--- src/rtl/udp_tx_framer.sv ---
// rtl/udp_tx_framer.sv - Ethernet II / IPv4 / UDP transmit framer
// Streams preamble, headers, payload, pad and FCS byte-wise with on-the-fly IPv4 checksum and CRC-32.
module udp_tx_framer #(
  parameter logic [47:0] SRC_MAC    = 48'h00_1A_2B_3C_4D_5E,
  parameter logic [47:0] DEST_MAC   = 48'hFF_FF_FF_FF_FF_FF,
  parameter logic [31:0] SRC_IP     = 32'hC0_00_02_92,
  parameter logic [31:0] DEST_IP    = 32'hC0_00_02_01,
  parameter logic [15:0] SRC_PORT   = 16'd5005,
  parameter logic [15:0] DEST_PORT  = 16'd5005,
  parameter logic [7:0]  TTL        = 8'd64,
  parameter int          IFG_CYCLES = 48
) (
  input  logic        clk,
  input  logic        reset,
  input  logic        tx_start,
  input  logic [15:0] tx_len,
  input  logic [7:0]  pl_data,
  input  logic        pl_valid,
  output logic        pl_ready,
  output logic [7:0]  tx_data,
  output logic        tx_valid,
  input  logic        tx_ready,
  output logic        tx_last,
  output logic        busy,
  output logic        len_err,
  output logic        underrun
);
  typedef enum logic [3:0] {
    S_IDLE, S_CSUM, S_PRE, S_ETH, S_IP, S_UDP, S_PAY, S_PAD, S_FCS, S_IFG
  } state_t;

  state_t      state_q, state_d, nxt_st;
  logic [15:0] cnt_q, cnt_d, nxt_cnt, len_q, len_d, ip_id_q, ip_id_d, csum_q, csum_d;
  logic [31:0] crc_q, crc_d, crc_upd, fcs_word, sum0, sum1, sum2;
  logic [7:0]  tx_data_q, tx_data_d, hdr_byte;
  logic        tx_valid_q, tx_valid_d, tx_last_q, tx_last_d, busy_q, busy_d;
  logic        bad_fcs_q, bad_fcs_d, len_err_q, len_err_d, underrun_q, underrun_d;
  logic        xfer, len_ok, ifg_done;
  logic [15:0] tot_len, udp_len;
  logic [111:0] eth_hdr;
  logic [159:0] ip_hdr;
  logic [63:0]  udp_hdr;
  logic [6:0]   eth_bit;
  logic [7:0]   ip_bit;
  logic [5:0]   udp_bit;
  logic [4:0]   fcs_bit;

  function automatic logic [31:0] crc_byte(input logic [31:0] c, input logic [7:0] d);
    logic [31:0] r;
    r = c ^ {24'h0, d};
    for (int i = 0; i < 8; i++) r = r[0] ? ((r >> 1) ^ 32'hEDB8_8320) : (r >> 1);
    return r;
  endfunction

  assign xfer     = tx_valid_q & tx_ready;
  assign len_ok   = (tx_len != 16'd0) && (tx_len <= 16'd1472);
  assign ifg_done = (cnt_q == 16'(IFG_CYCLES - 1));
  assign tot_len  = len_q + 16'd28;
  assign udp_len  = len_q + 16'd8;

  // 32-bit accumulator folded twice covers every possible carry out of ten 16-bit words
  assign sum0 = 32'h4500 + 32'(tot_len) + 32'(ip_id_q) + 32'h4000 + 32'({TTL, 8'h11})
              + 32'(SRC_IP[31:16]) + 32'(SRC_IP[15:0]) + 32'(DEST_IP[31:16]) + 32'(DEST_IP[15:0]);
  assign sum1 = 32'(sum0[15:0]) + 32'(sum0[31:16]);
  assign sum2 = 32'(sum1[15:0]) + 32'(sum1[31:16]);

  assign eth_hdr = {DEST_MAC, SRC_MAC, 16'h0800};
  assign ip_hdr  = {8'h45, 8'h00, tot_len, ip_id_q, 16'h4000, TTL, 8'h11, csum_q, SRC_IP, DEST_IP};
  assign udp_hdr = {SRC_PORT, DEST_PORT, udp_len, 16'h0000};
  assign eth_bit = 7'({16'd13 - nxt_cnt, 3'b000});
  assign ip_bit  = 8'({16'd19 - nxt_cnt, 3'b000});
  assign udp_bit = 6'({16'd7 - nxt_cnt, 3'b000});
  assign fcs_bit = 5'({nxt_cnt, 3'b000});

  assign crc_upd  = crc_byte(crc_q, tx_data_q);
  // FCS byte 0 is loaded on the same edge that folds the final data byte into the CRC
  assign fcs_word = (state_q == S_FCS) ? crc_q : crc_upd;

  always_ff @(posedge clk or posedge reset) begin
    if (reset) begin
      state_q    <= S_IDLE;
      cnt_q      <= '0;
      len_q      <= '0;
      ip_id_q    <= '0;
      csum_q     <= '0;
      crc_q      <= 32'hFFFF_FFFF;
      tx_data_q  <= '0;
      tx_valid_q <= 1'b0;
      tx_last_q  <= 1'b0;
      busy_q     <= 1'b0;
      bad_fcs_q  <= 1'b0;
      len_err_q  <= 1'b0;
      underrun_q <= 1'b0;
    end else begin
      state_q    <= state_d;
      cnt_q      <= cnt_d;
      len_q      <= len_d;
      ip_id_q    <= ip_id_d;
      csum_q     <= csum_d;
      crc_q      <= crc_d;
      tx_data_q  <= tx_data_d;
      tx_valid_q <= tx_valid_d;
      tx_last_q  <= tx_last_d;
      busy_q     <= busy_d;
      bad_fcs_q  <= bad_fcs_d;
      len_err_q  <= len_err_d;
      underrun_q <= underrun_d;
    end
  end

  // Position of the byte following the one currently held in tx_data_q
  always_comb begin
    nxt_st  = state_q;
    nxt_cnt = cnt_q + 16'd1;
    case (state_q)
      S_PRE: if (cnt_q == 16'd7)  begin nxt_st = S_ETH; nxt_cnt = '0; end
      S_ETH: if (cnt_q == 16'd13) begin nxt_st = S_IP;  nxt_cnt = '0; end
      S_IP:  if (cnt_q == 16'd19) begin nxt_st = S_UDP; nxt_cnt = '0; end
      S_UDP: if (cnt_q == 16'd7)  begin nxt_st = S_PAY; nxt_cnt = '0; end
      S_PAY: if (cnt_q == len_q - 16'd1) begin
        nxt_st  = (len_q < 16'd18) ? S_PAD : S_FCS;
        nxt_cnt = '0;
      end
      S_PAD: if (cnt_q == 16'd17 - len_q) begin nxt_st = S_FCS; nxt_cnt = '0; end
      S_FCS: if (cnt_q == 16'd3)  begin nxt_st = S_IFG; nxt_cnt = '0; end
      default: ;
    endcase
  end

  always_comb begin
    state_d = state_q;
    cnt_d   = cnt_q;
    case (state_q)
      S_IDLE: if (tx_start && len_ok) begin state_d = S_CSUM; cnt_d = '0; end
      S_CSUM: begin state_d = S_PRE; cnt_d = '0; end
      S_IFG: begin
        if (ifg_done) begin state_d = S_IDLE; cnt_d = '0; end
        else cnt_d = cnt_q + 16'd1;
      end
      default: if (xfer) begin state_d = nxt_st; cnt_d = nxt_cnt; end
    endcase
  end

  always_comb begin
    hdr_byte = 8'h00;
    case (nxt_st)
      S_PRE:   hdr_byte = (nxt_cnt == 16'd7) ? 8'hD5 : 8'h55;
      S_ETH:   hdr_byte = eth_hdr[eth_bit +: 8];
      S_IP:    hdr_byte = ip_hdr[ip_bit +: 8];
      S_UDP:   hdr_byte = udp_hdr[udp_bit +: 8];
      default: hdr_byte = 8'h00;
    endcase
  end

  always_comb begin
    tx_data_d  = tx_data_q;
    tx_valid_d = tx_valid_q;
    tx_last_d  = tx_last_q;
    busy_d     = busy_q;
    len_d      = len_q;
    ip_id_d    = ip_id_q;
    csum_d     = csum_q;
    crc_d      = crc_q;
    bad_fcs_d  = bad_fcs_q;
    len_err_d  = 1'b0;
    underrun_d = 1'b0;
    pl_ready   = 1'b0;
    case (state_q)
      S_IDLE: begin
        crc_d     = 32'hFFFF_FFFF;
        bad_fcs_d = 1'b0;
        if (tx_start) begin
          if (len_ok) begin
            len_d  = tx_len;
            busy_d = 1'b1;
          end else begin
            len_err_d = 1'b1;
          end
        end
      end
      S_CSUM: begin
        csum_d     = ~sum2[15:0];
        tx_data_d  = 8'h55;
        tx_valid_d = 1'b1;
      end
      S_IFG: if (ifg_done) busy_d = 1'b0;
      default: if (xfer) begin
        if (state_q inside {S_ETH, S_IP, S_UDP, S_PAY, S_PAD}) crc_d = crc_upd;
        tx_last_d = (nxt_st == S_FCS) && (nxt_cnt == 16'd3);
        case (nxt_st)
          S_PAY: begin
            pl_ready = 1'b1;
            if (pl_valid) begin
              tx_data_d = pl_data;
            end else begin
              tx_data_d  = 8'h00;
              underrun_d = 1'b1;
              bad_fcs_d  = 1'b1;
            end
          end
          S_PAD: tx_data_d = 8'h00;
          // a starved frame gets the complement of its FCS so the receiver is sure to drop it
          S_FCS: tx_data_d = bad_fcs_q ? fcs_word[fcs_bit +: 8] : ~fcs_word[fcs_bit +: 8];
          S_IFG: begin
            tx_data_d  = 8'h00;
            tx_valid_d = 1'b0;
            ip_id_d    = ip_id_q + 16'd1;
          end
          default: tx_data_d = hdr_byte;
        endcase
      end
    endcase
  end

  assign tx_data  = tx_data_q;
  assign tx_valid = tx_valid_q;
  assign tx_last  = tx_last_q;
  assign busy     = busy_q;
  assign len_err  = len_err_q;
  assign underrun = underrun_q;
endmodule

--- config.mk ---
export PLATFORM = sky130hd
export DESIGN_NAME = udp_tx_framer
export DESIGN_NICKNAME = d
export VERILOG_FILES = /design/src/rtl/udp_tx_framer.sv
export SDC_FILE = /design/constraint.sdc
export NUM_CORES = 1
export LEC_CHECK = 0
export ABC_AREA = 1
export CAP_MARGIN = 20
export CORE_MARGIN = 4
export CORE_UTILIZATION = 65
export DETAILED_ROUTE_END_ITERATION = 8
export GPL_TIMING_DRIVEN = 0
export PLACE_DENSITY = 0.87
export SYNTH_ARGS = -nofsm -noshare
export SYNTH_HDL_FRONTEND = slang
export SYNTH_SLANG_ARGS = --single-unit
--- constraint.sdc ---
create_clock -name clk -period 15.5 [get_ports clk]
set_clock_uncertainty 0.15 [all_clocks]
set_input_delay 1.55 -clock clk [delete_from_list [all_inputs] [get_ports clk]]
set_output_delay 1.55 -clock clk [all_outputs]
set_load 0.01 [all_outputs]
; Word-level counts from Yosys, hierarchy flattened
; Cells that the tools add are included.
[totals]
register_bits = 114
latchBits = 0
ram_bits = 0
romBits = 0
in_bits = 29
output_inout_bits = 14
memories = 0
[classes]
addsub = 19
multipliers = 0
div_mod_pow = 0
magnitude_cmp = 2
n_eq_ne = 31
shifts = 4
muxes = 64
bitwise_logic = 15
n_reduce_logical = 28
[ops]
columns = op, n
row1 = $mux 32, 11
row2 = $shiftx 160x9->8, 1
row3 = $mux 16, 9
row4 = $not 13->14, 8
row5 = $shiftx 112x8->8 const A, 1
row6 = $pmux 16 s6, 1
row7 = $pmux 32 s2, 1
row8 = $shiftx 64x7->8, 1
row9 = $pmux 16 s3, 1
row10 = $mux 4, 11
row11 = $add 16x1->16 const B, 2
row12 = $eq 16x16->1, 2
row13 = $eq 16x2->1 const B, 2
row14 = $eq 16x3->1 const B, 2
row15 = $eq 4x3->1 const B, 8
row16 = $mux 8, 4
row17 = $pmux 8 s4, 1
row18 = $shiftx 32x6->8, 1
row19 = $xor 32x8->32, 1
row20 = $pmux 4 s7, 1
row21 = $add 23x10->24 const B, 1
row22 = $pmux 8 s3, 1
row23 = $add 22x16->23 const B, 1
row24 = $add 21x10->22 const B, 1
row25 = 43 further kinds, 90

; Longest topological paths before layout
; Gate-level depths: netlist of the first run.
[logic_depth]
ltp_word = 24
ltp_mapped = 54

; Least setup slack after synthesis of the first run
; OpenSTA, ideal clock, no wires.
[synth_timing]
path_type = reg2reg
from = reg len_q[4]
to = reg csum_q[14]
setup_time_ns = 0.134
arrival_time_ns = 6.975
required_ns = 15.216
path_slack_ns = 8.241
path_stages_with_launch = 55
path_cell_list = dfrtp_1 > buf_2 > inv_2 > ha_1 > inv_1 > o21ai_0 > nand3_1 > inv_1 > nand2_1 > o21ai_0 > o21ai_0 > inv_1 > ha_1 > ha_1 > inv_1 > nor4_1 > nand3_1 > nand3_1 > [19 not listed] > nor3_1 > ha_1 > ha_1 > nand3_1 > nor2_1 > inv_1 > nor2_1 > nand3_1 > nor2_1 > inv_1 > nor2_1 > nand2_1 > nor2_1 > nand4_1 > nor2_1 > nand2_1 > nand3_1 > o21ai_0
[synth_between]
elab_chain_cells = 12
[synth_rtl]
columns = element, line
row1 = "start, declared", 33  ; logic [15:0] cnt_q, cnt_d, nxt_cnt, len_q, len_d, ip_id_q, ip_id_d, csum_q, csum_d;
row2 = "start signal, assigned", 97  ; len_q <= len_d;
row3 = $add 16x5->16, 58  ; assign tot_len = len_q + 16'd28;
row4 = $add 15x16->17, 62  ; assign sum0 = 32'h4500 + 32'(tot_len) + 32'(ip_id_q) + 32'h4000 + 32'({TTL, 8'h11})
row5 = $add 17x16->18, 62
row6 = $add 18x15->19, 62
row7 = $add 19x15->20, 62
row8 = $add 20x16->21, 63  ; + 32'(SRC_IP[31:16]) + 32'(SRC_IP[15:0]) + 32'(DEST_IP[31:16]) + 32'(DEST_IP[15:0]);
row9 = $add 21x10->22, 63
row10 = $add 22x16->23, 63
row11 = $add 23x10->24, 63
row12 = $add 16x8->17, 64  ; assign sum1 = 32'(sum0[15:0]) + 32'(sum0[31:16]);
row13 = $add 16x1->16, 65  ; assign sum2 = 32'(sum1[15:0]) + 32'(sum1[31:16]);
row14 = $not 16->16, 182  ; csum_d = ~sum2[15:0];
row15 = "end signal, assigned", 99  ; csum_q <= csum_d;
row16 = "end, declared", 33
; No other way between the ends.
; A chain may end at the register's enable or synchronous reset.

; Worst setup path after layout of the first run
[layout_timing]
from = reg len_q[3]
to = reg csum_q[14]
; Same word-level chain as after synthesis.

==> impl_metrics.prom, run 1 <==
# TYPE chip_impl_metric gauge
chip_impl_info{name="outcome",value="finished clean"} 1
chip_impl_metric{name="remaining_global_route_overflow",unit=""} 0
chip_impl_info{name="setup.worst_path.class",value="flop to flop"} 1
chip_impl_metric{name="grt_antenna_before_repair",unit=""} 0
chip_impl_metric{name="syn-mean-instance-area",unit="µm²"} 6.55
chip_impl_metric{name="yosysSeqAreaShare",unit="%"} 25.1
chip_impl_metric{name="synth.cell_area",unit="µm²"} 11500
chip_impl_metric{name="finish.utilization",unit="%"} 73.7
chip_impl_info{name="worst_setup_sp",value="len_q[3]$_DFFE_PP0P_"} 1
chip_impl_metric{name="cts_setup_buffers",unit=""} 0
chip_impl_metric{name="grt_first_pass_wirelength",unit="mm"} 59.6
chip_impl_metric{name="grt_use_total",unit="%"} 37.6
chip_impl_metric{name="core_region_area",unit="µm²"} 17400
chip_impl_metric{name="num_antenna_cells",unit=""} 0
chip_impl_info{name="critical_path.reg2reg.startpoint",value="len_q[3]$_DFFE_PP0P_"} 1
chip_impl_info{name="grt_most_used_layer",value="met2"} 1
chip_impl_metric{name="slew_headroom",unit="%"} 36.4
chip_impl_metric{name="synth_seq_cells",unit=""} 114
chip_impl_metric{name="num_rows",unit=""} 48
chip_impl_metric{name="timing.hold.ws",unit="ps"} 335
chip_impl_metric{name="report.power.total",unit="mW"} 2.62
chip_impl_metric{name="route.final.wire_length",unit="mm"} 37.1
chip_impl_metric{name="static-leakage-power",unit="nW"} 6.29
chip_impl_metric{name="die_height",unit="µm"} 141
chip_impl_info{name="cts_root_buffer",value="sky130_fd_sc_hd__clkbuf_16"} 1
chip_impl_metric{name="layout-drive-gt1-share",unit="%"} 9.80
chip_impl_metric{name="ir_worst_vdd",unit="V"} 0.000186
chip_impl_info{name="holdCritPathClass",value="flop to flop"} 1
chip_impl_metric{name="placedCellCount",unit=""} 2029
chip_impl_metric{name="pin_count_of_the_biggest_net_entering_global_routing",unit=""} 68
chip_impl_metric{name="die_x",unit="µm"} 141
chip_impl_info{name="timing.critical_path.slowest_stage_cell",value="sky130_fd_sc_hd__dfrtp_1"} 1
chip_impl_metric{name="dieArea",unit="µm²"} 19900
chip_impl_info{name="worstSetupEndpointType",value="flop"} 1
chip_impl_metric{name="use_met2",unit="%"} 59.0
chip_impl_metric{name="clk_latency",unit="ps"} 440
chip_impl_info{name="synth_common_cells",value="sky130_fd_sc_hd__nand2_1 (464), sky130_fd_sc_hd__inv_1 (228), sky130_fd_sc_hd__nor2_1 (163)"} 1
chip_impl_info{name="setup_repair_after_global_routing_missed_its_margin",value="no"} 1
chip_impl_metric{name="crit_path_max_incr_delay",unit="ps"} 460
chip_impl_metric{name="final-max-slew-violation-count",unit=""} 0
chip_impl_info{name="worstSetupEndpoint",value="csum_q[14]$_DFFE_PP0P_"} 1
chip_impl_metric{name="weighted_congestion_at_the_end_of_routability_driven_global_placement",unit=""} 1.03
chip_impl_metric{name="power.density",unit="nW/µm²"} 205
chip_impl_metric{name="portBuffers",unit=""} 42
chip_impl_metric{name="grt.met1_usage",unit="%"} 50.8
chip_impl_metric{name="drc",unit=""} 0
chip_impl_metric{name="timing_hold_violations_final",unit=""} 0
chip_impl_metric{name="dr_total_vias",unit=""} 12200
chip_impl_metric{name="avgRoutedWirePerCell",unit="µm"} 18.0
chip_impl_metric{name="ff2ff_setup_slack",unit="ps"} 6660
chip_impl_metric{name="worst-r2r-cell-count",unit=""} 53
chip_impl_metric{name="post_cts_resize_count",unit=""} 0
chip_impl_metric{name="route.antenna.remaining_nets",unit=""} 0
chip_impl_metric{name="start_util",unit="%"} 66.4
chip_impl_metric{name="finish.net_count",unit=""} 1910
chip_impl_metric{name="clk_transition_reported_paths",unit="ps"} 60
chip_impl_metric{name="fill_cells",unit=""} 1458
chip_impl_metric{name="vias_in_the_first_global_route",unit=""} 11700
chip_impl_metric{name="place_hpwl",unit="mm"} 28.7
chip_impl_metric{name="max_freq",unit="GHz"} 0.113
chip_impl_metric{name="worstMarginPinSlew",unit="ps"} 949
chip_impl_metric{name="synth_enable_flop_cells",unit=""} 0
chip_impl_metric{name="timing.hold.worst_path_depth",unit=""} 2
chip_impl_metric{name="groute.layer.met3.usage",unit="%"} 7.06
chip_impl_metric{name="vias_per_cell",unit=""} 5.94
chip_impl_metric{name="timing.final.crit_share",unit="%"} 57.0
chip_impl_metric{name="timing.max_cap.violations",unit=""} 0
chip_impl_metric{name="cts_sinks",unit=""} 114
chip_impl_metric{name="layout-area-overhead-vs-synth",unit="%"} 11.0
chip_impl_metric{name="setup_violations",unit=""} 0
chip_impl_metric{name="cts_max_level",unit=""} 4
chip_impl_metric{name="setup_total_negative_slack",unit="ps"} 0
chip_impl_info{name="postSynth.topFlopCell",value="sky130_fd_sc_hd__dfrtp_1"} 1
chip_impl_metric{name="boundaryPins",unit=""} 43
chip_impl_metric{name="stdcell_count",unit=""} 2061
chip_impl_info{name="cts_tree",value="built"} 1
chip_impl_metric{name="maximum_fanout_count_along_the_critical_path",unit=""} 10
chip_impl_metric{name="clock_tree.buffer_depth",unit=""} 2
chip_impl_info{name="critPathLaunchType",value="flop"} 1
chip_impl_metric{name="critical_path_arrival",unit="ps"} 8990
chip_impl_metric{name="cts-buffers-inserted",unit=""} 17
chip_impl_metric{name="post-route-min-period",unit="ps"} 8840
chip_impl_metric{name="first_pass_iters",unit=""} 7
chip_impl_metric{name="iteration_0_drc_markers",unit=""} 1273
chip_impl_metric{name="ys_warn_count",unit=""} 0
chip_impl_info{name="library_cell_with_the_highest_instance_count_after_synthesis",value="sky130_fd_sc_hd__nand2_1"} 1
chip_impl_info{name="worstReg2RegEnd",value="csum_q[14]$_DFFE_PP0P_"} 1
chip_impl_metric{name="yosys.cell_types.count",unit=""} 61
chip_impl_info{name="synth.top_cells.by_area",value="sky130_fd_sc_hd__dfrtp_1 (18%), sky130_fd_sc_hd__nand2_1 (15%), sky130_fd_sc_hd__xor2_1 (8.5%), sky130_fd_sc_hd__inv_1 (7.4%), sky130_fd_sc_hd__dfstp_2 (7.3%)"} 1
chip_impl_info{name="post-synth-top-area-cell",value="sky130_fd_sc_hd__dfrtp_1"} 1
chip_impl_metric{name="syn_inst",unit=""} 1761
chip_impl_metric{name="ctsHoldBuffers",unit=""} 0
chip_impl_metric{name="proportion_of_synthesized_flip_flops_having_asynchronous_set_or_reset",unit="%"} 100
chip_impl_metric{name="syn_nets",unit=""} 1848
chip_impl_metric{name="post-synth-top-area-fraction",unit="%"} 17.8
chip_impl_metric{name="worst-endpoint-required",unit="ps"} 15660
==> metrics by stage <==
stage	instance area, µm²	setup WS [ps]
after floorplan	11500	8240
after global placement	12200	7250
after detailed placement	12300	6950
after CTS	12800	6840
after global routing	12800	5850
final	12800	6660
==> worst max-delay path, delay by kind of cell (launching register included) <==
kind                     cells  cell delay [ps]
AO/OA/AOI/OAI                7             1200
XOR/XNOR                     1              150
adder cells (fa/ha/maj)      7             1810
buffers and inverters       10             1020
flip-flops                   1              460
AND/OR/NAND/NOR             28             3920
==> cells in the final DEF, fill, tap and decap left out, types with 42 or more instances in the layout <==
cell type,synthesis,final
sky130_fd_sc_hd__clkdlybuf4s50_1,0,42
sky130_fd_sc_hd__inv_1,228,227
sky130_fd_sc_hd__nor2_1,163,163
sky130_fd_sc_hd__nand3_1,131,131
sky130_fd_sc_hd__xor2_1,112,112
sky130_fd_sc_hd__dfrtp_1,82,82
sky130_fd_sc_hd__nand2_1,464,464
sky130_fd_sc_hd__ha_1,56,56
sky130_fd_sc_hd__a21oi_1,67,67
sky130_fd_sc_hd__o21ai_0,84,84
==> metal layers <==
| layer | vias up | part of all wire, % |
|---|---|---|
| met4 | 0 | 4.6 |
| met2 | 655 | 45 |
| met3 | 132 | 9.2 |
| li1 | 5822 | - |
| met5 | - | 0 |
| met1 | 5639 | 42 |
==> cell type report <==
class / count / area (µm²) / share of cell area, %
flip-flops and latches: 114 / 2890 / 22.6
multi-input cells: 1346 / 7440 / 58.1
clock inverters: 15 / 108 / 0.841
inverters: 256 / 972 / 7.60
repair buffers: 43 / 448 / 3.50
plain buffers: 45 / 230 / 1.80
clock buffers: 17 / 425 / 3.32
well taps: 225 / 282 / 2.20
==> power breakdown <==
part	switching, mW	total, mW	leakage [nW]	internal, mW
registers	0.0541	0.428	1.34	0.373
clock network	0.160	0.364	0.256	0.204
logic	1.23	1.83	4.70	0.598
==> kinds of logic after synthesis <==
group | share of synthesized area [%]
flops | 25.1
mux | 0.0868
simple gates | 34.7
xor+xnor | 10.8
buf+inv | 10.4
compound gates | 12.5
fa+ha+maj | 6.43
==> worst min path at each step <==
| stage | start | to | slack, ps |
|---|---|---|---|
| floorplan | csum_q[5]$_DFFE_PP0P_ | csum_q[5]$_DFFE_PP0P_ | 300 |
| global placement | csum_q[5]$_DFFE_PP0P_ | csum_q[5]$_DFFE_PP0P_ | 310 |
| detailed placement | csum_q[15]$_DFFE_PP0P_ | csum_q[15]$_DFFE_PP0P_ | 320 |
| CTS | csum_q[15]$_DFFE_PP0P_ | csum_q[15]$_DFFE_PP0P_ | 330 |
| global route | csum_q[15]$_DFFE_PP0P_ | csum_q[15]$_DFFE_PP0P_ | 360 |
| finish | csum_q[15]$_DFFE_PP0P_ | csum_q[15]$_DFFE_PP0P_ | 340 |
==> flip-flops by register name, indices dropped and copies added (netlist names) <==
| register | cells |
|---|---|
| crc_q | 32 |
| cnt_q | 16 |
| csum_q | 16 |
| ip_id_q | 16 |
| len_q | 16 |
| tx_data | 8 |
| state_q | 4 |
| bad_fcs_q | 1 |
| busy | 1 |
| len_err | 1 |
| tx_last | 1 |
| tx_valid | 1 |
| underrun | 1 |
(Power assumes the default switching activity.)
==> run 2, diff against run 1 <==
--- a/config.mk
+++ b/config.mk
@@ -8,10 +8,10 @@
 export ABC_AREA = 1
 export CAP_MARGIN = 20
 export CORE_MARGIN = 4
-export CORE_UTILIZATION = 65
+export CORE_UTILIZATION = 57
 export DETAILED_ROUTE_END_ITERATION = 8
 export GPL_TIMING_DRIVEN = 0
-export PLACE_DENSITY = 0.87
+export PLACE_DENSITY = 0.81
 export SYNTH_ARGS = -nofsm -noshare
 export SYNTH_HDL_FRONTEND = slang
 export SYNTH_SLANG_ARGS = --single-unit
==> constraint.sdc (replaced) <==
create_clock -name clk -period 7.5 [get_ports clk]
set_clock_uncertainty 0.15 [all_clocks]
set_input_delay 0.75 -clock clk [delete_from_list [all_inputs] [get_ports clk]]
set_output_delay 0.75 -clock clk [all_outputs]
set_load 0.01 [all_outputs]
==> run 2 against run 1 <==
Compared with the run above: register-to-register slack worse by 6600 ps; count of clock-buffer cells in the layout up 1; sequential power up 110%; clock power up 140%; cell count up 5.4%; final area up 8.7%; combinational power up 120%.
==> impl_metrics.prom, run 2 (synthesis gave the netlist of run 1 again) <==
# TYPE chip_impl_metric gauge
chip_impl_info{name="outcome",value="finished clean"} 1
chip_impl_metric{name="maximum_fanout_count_along_the_critical_path",unit=""} 4
chip_impl_metric{name="wl_met2",unit="mm"} 18.1
chip_impl_metric{name="max_freq",unit="GHz"} 0.135
chip_impl_metric{name="grt_first_pass_wirelength",unit="mm"} 61.1
chip_impl_metric{name="fill_cells",unit=""} 1618
chip_impl_metric{name="dr_wl_met3",unit="mm"} 4.36
chip_impl_metric{name="avgRoutedWirePerCell",unit="µm"} 18.4
chip_impl_metric{name="largest_reg_flops",unit=""} 32
chip_impl_info{name="cts_tree",value="built"} 1
chip_impl_metric{name="drc",unit=""} 0
chip_impl_metric{name="num_rows",unit=""} 51
chip_impl_metric{name="clk_transition_reported_paths",unit="ps"} 70
chip_impl_info{name="worstSetupEndpointType",value="flop"} 1
chip_impl_metric{name="timing.max_cap.violations",unit=""} 0
chip_impl_metric{name="p_seq_share",unit="%"} 15.2
chip_impl_metric{name="route.antenna.remaining_nets",unit=""} 0
chip_impl_metric{name="final-max-slew-violation-count",unit=""} 0
chip_impl_info{name="cts_root_buffer",value="sky130_fd_sc_hd__clkbuf_16"} 1
chip_impl_metric{name="first_pass_iters",unit=""} 8
chip_impl_metric{name="critical_path_arrival",unit="ps"} 7570
chip_impl_metric{name="clk_latency",unit="ps"} 430
chip_impl_metric{name="grt_use_total",unit="%"} 34.2
chip_impl_metric{name="power.clock.fraction",unit="%"} 15.0
chip_impl_metric{name="vias_in_the_first_global_route",unit=""} 12100
chip_impl_info{name="routed.top_layer",value="met4"} 1
chip_impl_metric{name="iteration_0_drc_markers",unit=""} 1535
chip_impl_metric{name="setup_violations",unit=""} 0
chip_impl_metric{name="finish.net_count",unit=""} 1981
chip_impl_metric{name="m1WireLength",unit="mm"} 15.5
chip_impl_metric{name="layout-drive-gt1-share",unit="%"} 17.6
chip_impl_metric{name="cts_max_level",unit=""} 4
chip_impl_metric{name="die_x",unit="µm"} 150
chip_impl_metric{name="place_hpwl",unit="mm"} 28.1
chip_impl_metric{name="placed_cell_area",unit="µm²"} 12300
chip_impl_metric{name="die_height",unit="µm"} 150
chip_impl_metric{name="cts-buffers-inserted",unit=""} 17
chip_impl_metric{name="weighted_congestion_at_the_end_of_routability_driven_global_placement",unit=""} 1.04
chip_impl_metric{name="start_util",unit="%"} 58.7
chip_impl_metric{name="grt_antenna_before_repair",unit=""} 0
chip_impl_info{name="largest_register",value="crc_q"} 1
chip_impl_metric{name="report.power.total",unit="mW"} 5.87
chip_impl_metric{name="worst-endpoint-required",unit="ps"} 7650
chip_impl_metric{name="clock_tree.buffer_depth",unit=""} 2
chip_impl_metric{name="combinationalPowerShare",unit="%"} 69.8
chip_impl_metric{name="portBuffers",unit=""} 42
chip_impl_info{name="holdCritPathClass",value="flop to flop"} 1
chip_impl_metric{name="power_switching",unit="mW"} 3.15
chip_impl_info{name="mostFrequentLayoutCell",value="sky130_fd_sc_hd__nand2_1"} 1
chip_impl_metric{name="route.final.wire_length",unit="mm"} 39.9
chip_impl_metric{name="cts_sinks",unit=""} 114
chip_impl_info{name="critPathLaunchType",value="flop"} 1
chip_impl_metric{name="timing.hold.ws",unit="ps"} 341
chip_impl_metric{name="static-leakage-power",unit="nW"} 6.71
chip_impl_metric{name="layout-area-overhead-vs-synth",unit="%"} 20.6
chip_impl_metric{name="ir_worst_vdd",unit="V"} 0.000388
chip_impl_info{name="setup_repair_after_global_routing_missed_its_margin",value="yes"} 1
chip_impl_metric{name="critical_path_buf_inv_count",unit=""} 12
chip_impl_metric{name="power.density",unit="nW/µm²"} 422
chip_impl_metric{name="num_antenna_cells",unit=""} 0
chip_impl_metric{name="stdcell_count",unit=""} 2172
chip_impl_metric{name="timing.final.crit_share",unit="%"} 99.0
chip_impl_metric{name="vias_per_cell",unit=""} 5.95
chip_impl_metric{name="finish.utilization",unit="%"} 70.7
chip_impl_metric{name="dr_total_vias",unit=""} 12900
chip_impl_info{name="timing.critical_path.slowest_stage_cell",value="sky130_fd_sc_hd__dfrtp_1"} 1
chip_impl_info{name="setup.worst_path.class",value="flop to flop"} 1
chip_impl_info{name="cell_seen_most_often_among_critical_path_stages",value="sky130_fd_sc_hd__inv_2"} 1
chip_impl_metric{name="slew_headroom",unit="%"} 33.6
chip_impl_metric{name="placedCellCount",unit=""} 2069
chip_impl_info{name="cp_top_family",value="simple AND/OR/NAND/NOR gates"} 1
chip_impl_metric{name="timing_hold_violations_final",unit=""} 0
chip_impl_metric{name="core_region_area",unit="µm²"} 19700
chip_impl_metric{name="crit_path_max_incr_delay",unit="ps"} 390
chip_impl_metric{name="pin_count_of_the_biggest_net_entering_global_routing",unit=""} 72
chip_impl_info{name="most-common-layout-cells",value="sky130_fd_sc_hd__nand2_1 (453), sky130_fd_sc_hd__inv_1 (214), sky130_fd_sc_hd__nor2_1 (149)"} 1
chip_impl_metric{name="final_design_area_no_fill",unit="µm²"} 13900
chip_impl_metric{name="post-route-min-period",unit="ps"} 7430
chip_impl_metric{name="intPower",unit="mW"} 2.72
chip_impl_metric{name="switching_share",unit="%"} 53.7
chip_impl_metric{name="remaining_global_route_overflow",unit=""} 0
chip_impl_metric{name="worstMarginPinSlew",unit="ps"} 990
chip_impl_metric{name="boundaryPins",unit=""} 43
chip_impl_metric{name="dieArea",unit="µm²"} 22600
[run 2: cell types whose count changed in the layout (fill, tap and decap cells not counted), sizes merged]
| cell | before | now |
|---|---|---|
| bufinv | 0 | 3 |
| inv | 251 | 247 |
| buf | 22 | 93 |
| clkinv | 16 | 17 |
| clkbuf | 41 | 42 |
| clkinvlp | 4 | 3 |
[run 2: power by group through the flow]
stage	Combinational [mW]	Sequential [mW]	Clock (mW)
after floorplan	2.73	0.863	0
after global placement	3.50	0.890	0
after detailed placement	3.58	0.893	0
after CTS	3.74	0.885	0.872
after global routing	4.48	0.901	0.897
final	4.10	0.891	0.881
[run 2: repair_timing]
item | in CTS | in global routing
setup buffers | 43 | 31
endpoints found under the hold margin | 0 | 0
endpoints found under the setup margin | 10 | 9
hold buffers | 0 | 0
resized for setup | 40 | 78
pin swaps | 14 | 51
[run 2: layout make-up]
cell class                 count  area, µm²  share of cell area [%]
clock buffer                  18        439                    3.16
tap                          265        332                    2.38
timing repair buffer         114        981                    7.05
buffer                        45        236                    1.70
sequential                   114       2900                    20.8
clock inverter                14        181                    1.30
inverter                     256       1000                    7.19
multi-input combinational   1346       7840                    56.4
[run 2: tightest hold or removal path: stages (launching register included)]
cell	delay [ps]
sky130_fd_sc_hd__dfrtp_1	350
sky130_fd_sc_hd__nand2_1	60
sky130_fd_sc_hd__nand2_1	50
[run 2: metrics by stage]
stage / setup WS [ps] / TNS (ps)
after CTS: 12.5 / 0
final: 71.8 / 0
after global placement: -751 / -3480
after global routing: -396 / -1850
after detailed placement: -983 / -5510
after floorplan: 241 / 0
[run 2: worst paths after layout]
check / endpoint / slack (ps) / depth (start not counted) / start
worst max-delay path: csum_q[14]$_DFFE_PP0P_ / 70 / 55 / len_q[4]$_DFFE_PP0P_
worst min-delay path: csum_q[15]$_DFFE_PP0P_ / 340 / 2 / csum_q[15]$_DFFE_PP0P_
worst max register to register: csum_q[14]$_DFFE_PP0P_ / 70 / 55 / len_q[4]$_DFFE_PP0P_
worst min register to register: csum_q[15]$_DFFE_PP0P_ / 340 / 2 / csum_q[15]$_DFFE_PP0P_
max in group asynchronous: crc_q[23]$_DFFE_PP1P_ / 5900 / 3 / reset
min in group asynchronous: csum_q[9]$_DFFE_PP0P_ / 550 / 2 / reset
[run 2: routing by layer]
| metal | vias to the layer above | track usage, % |
|---|---|---|
| met2 | 845 | 54.5 |
| met1 | 5918 | 44.8 |
| met4 | 0 | 15.6 |
| li1 | 5968 | - |
| met5 | - | 0 |
| met3 | 185 | 7.10 |
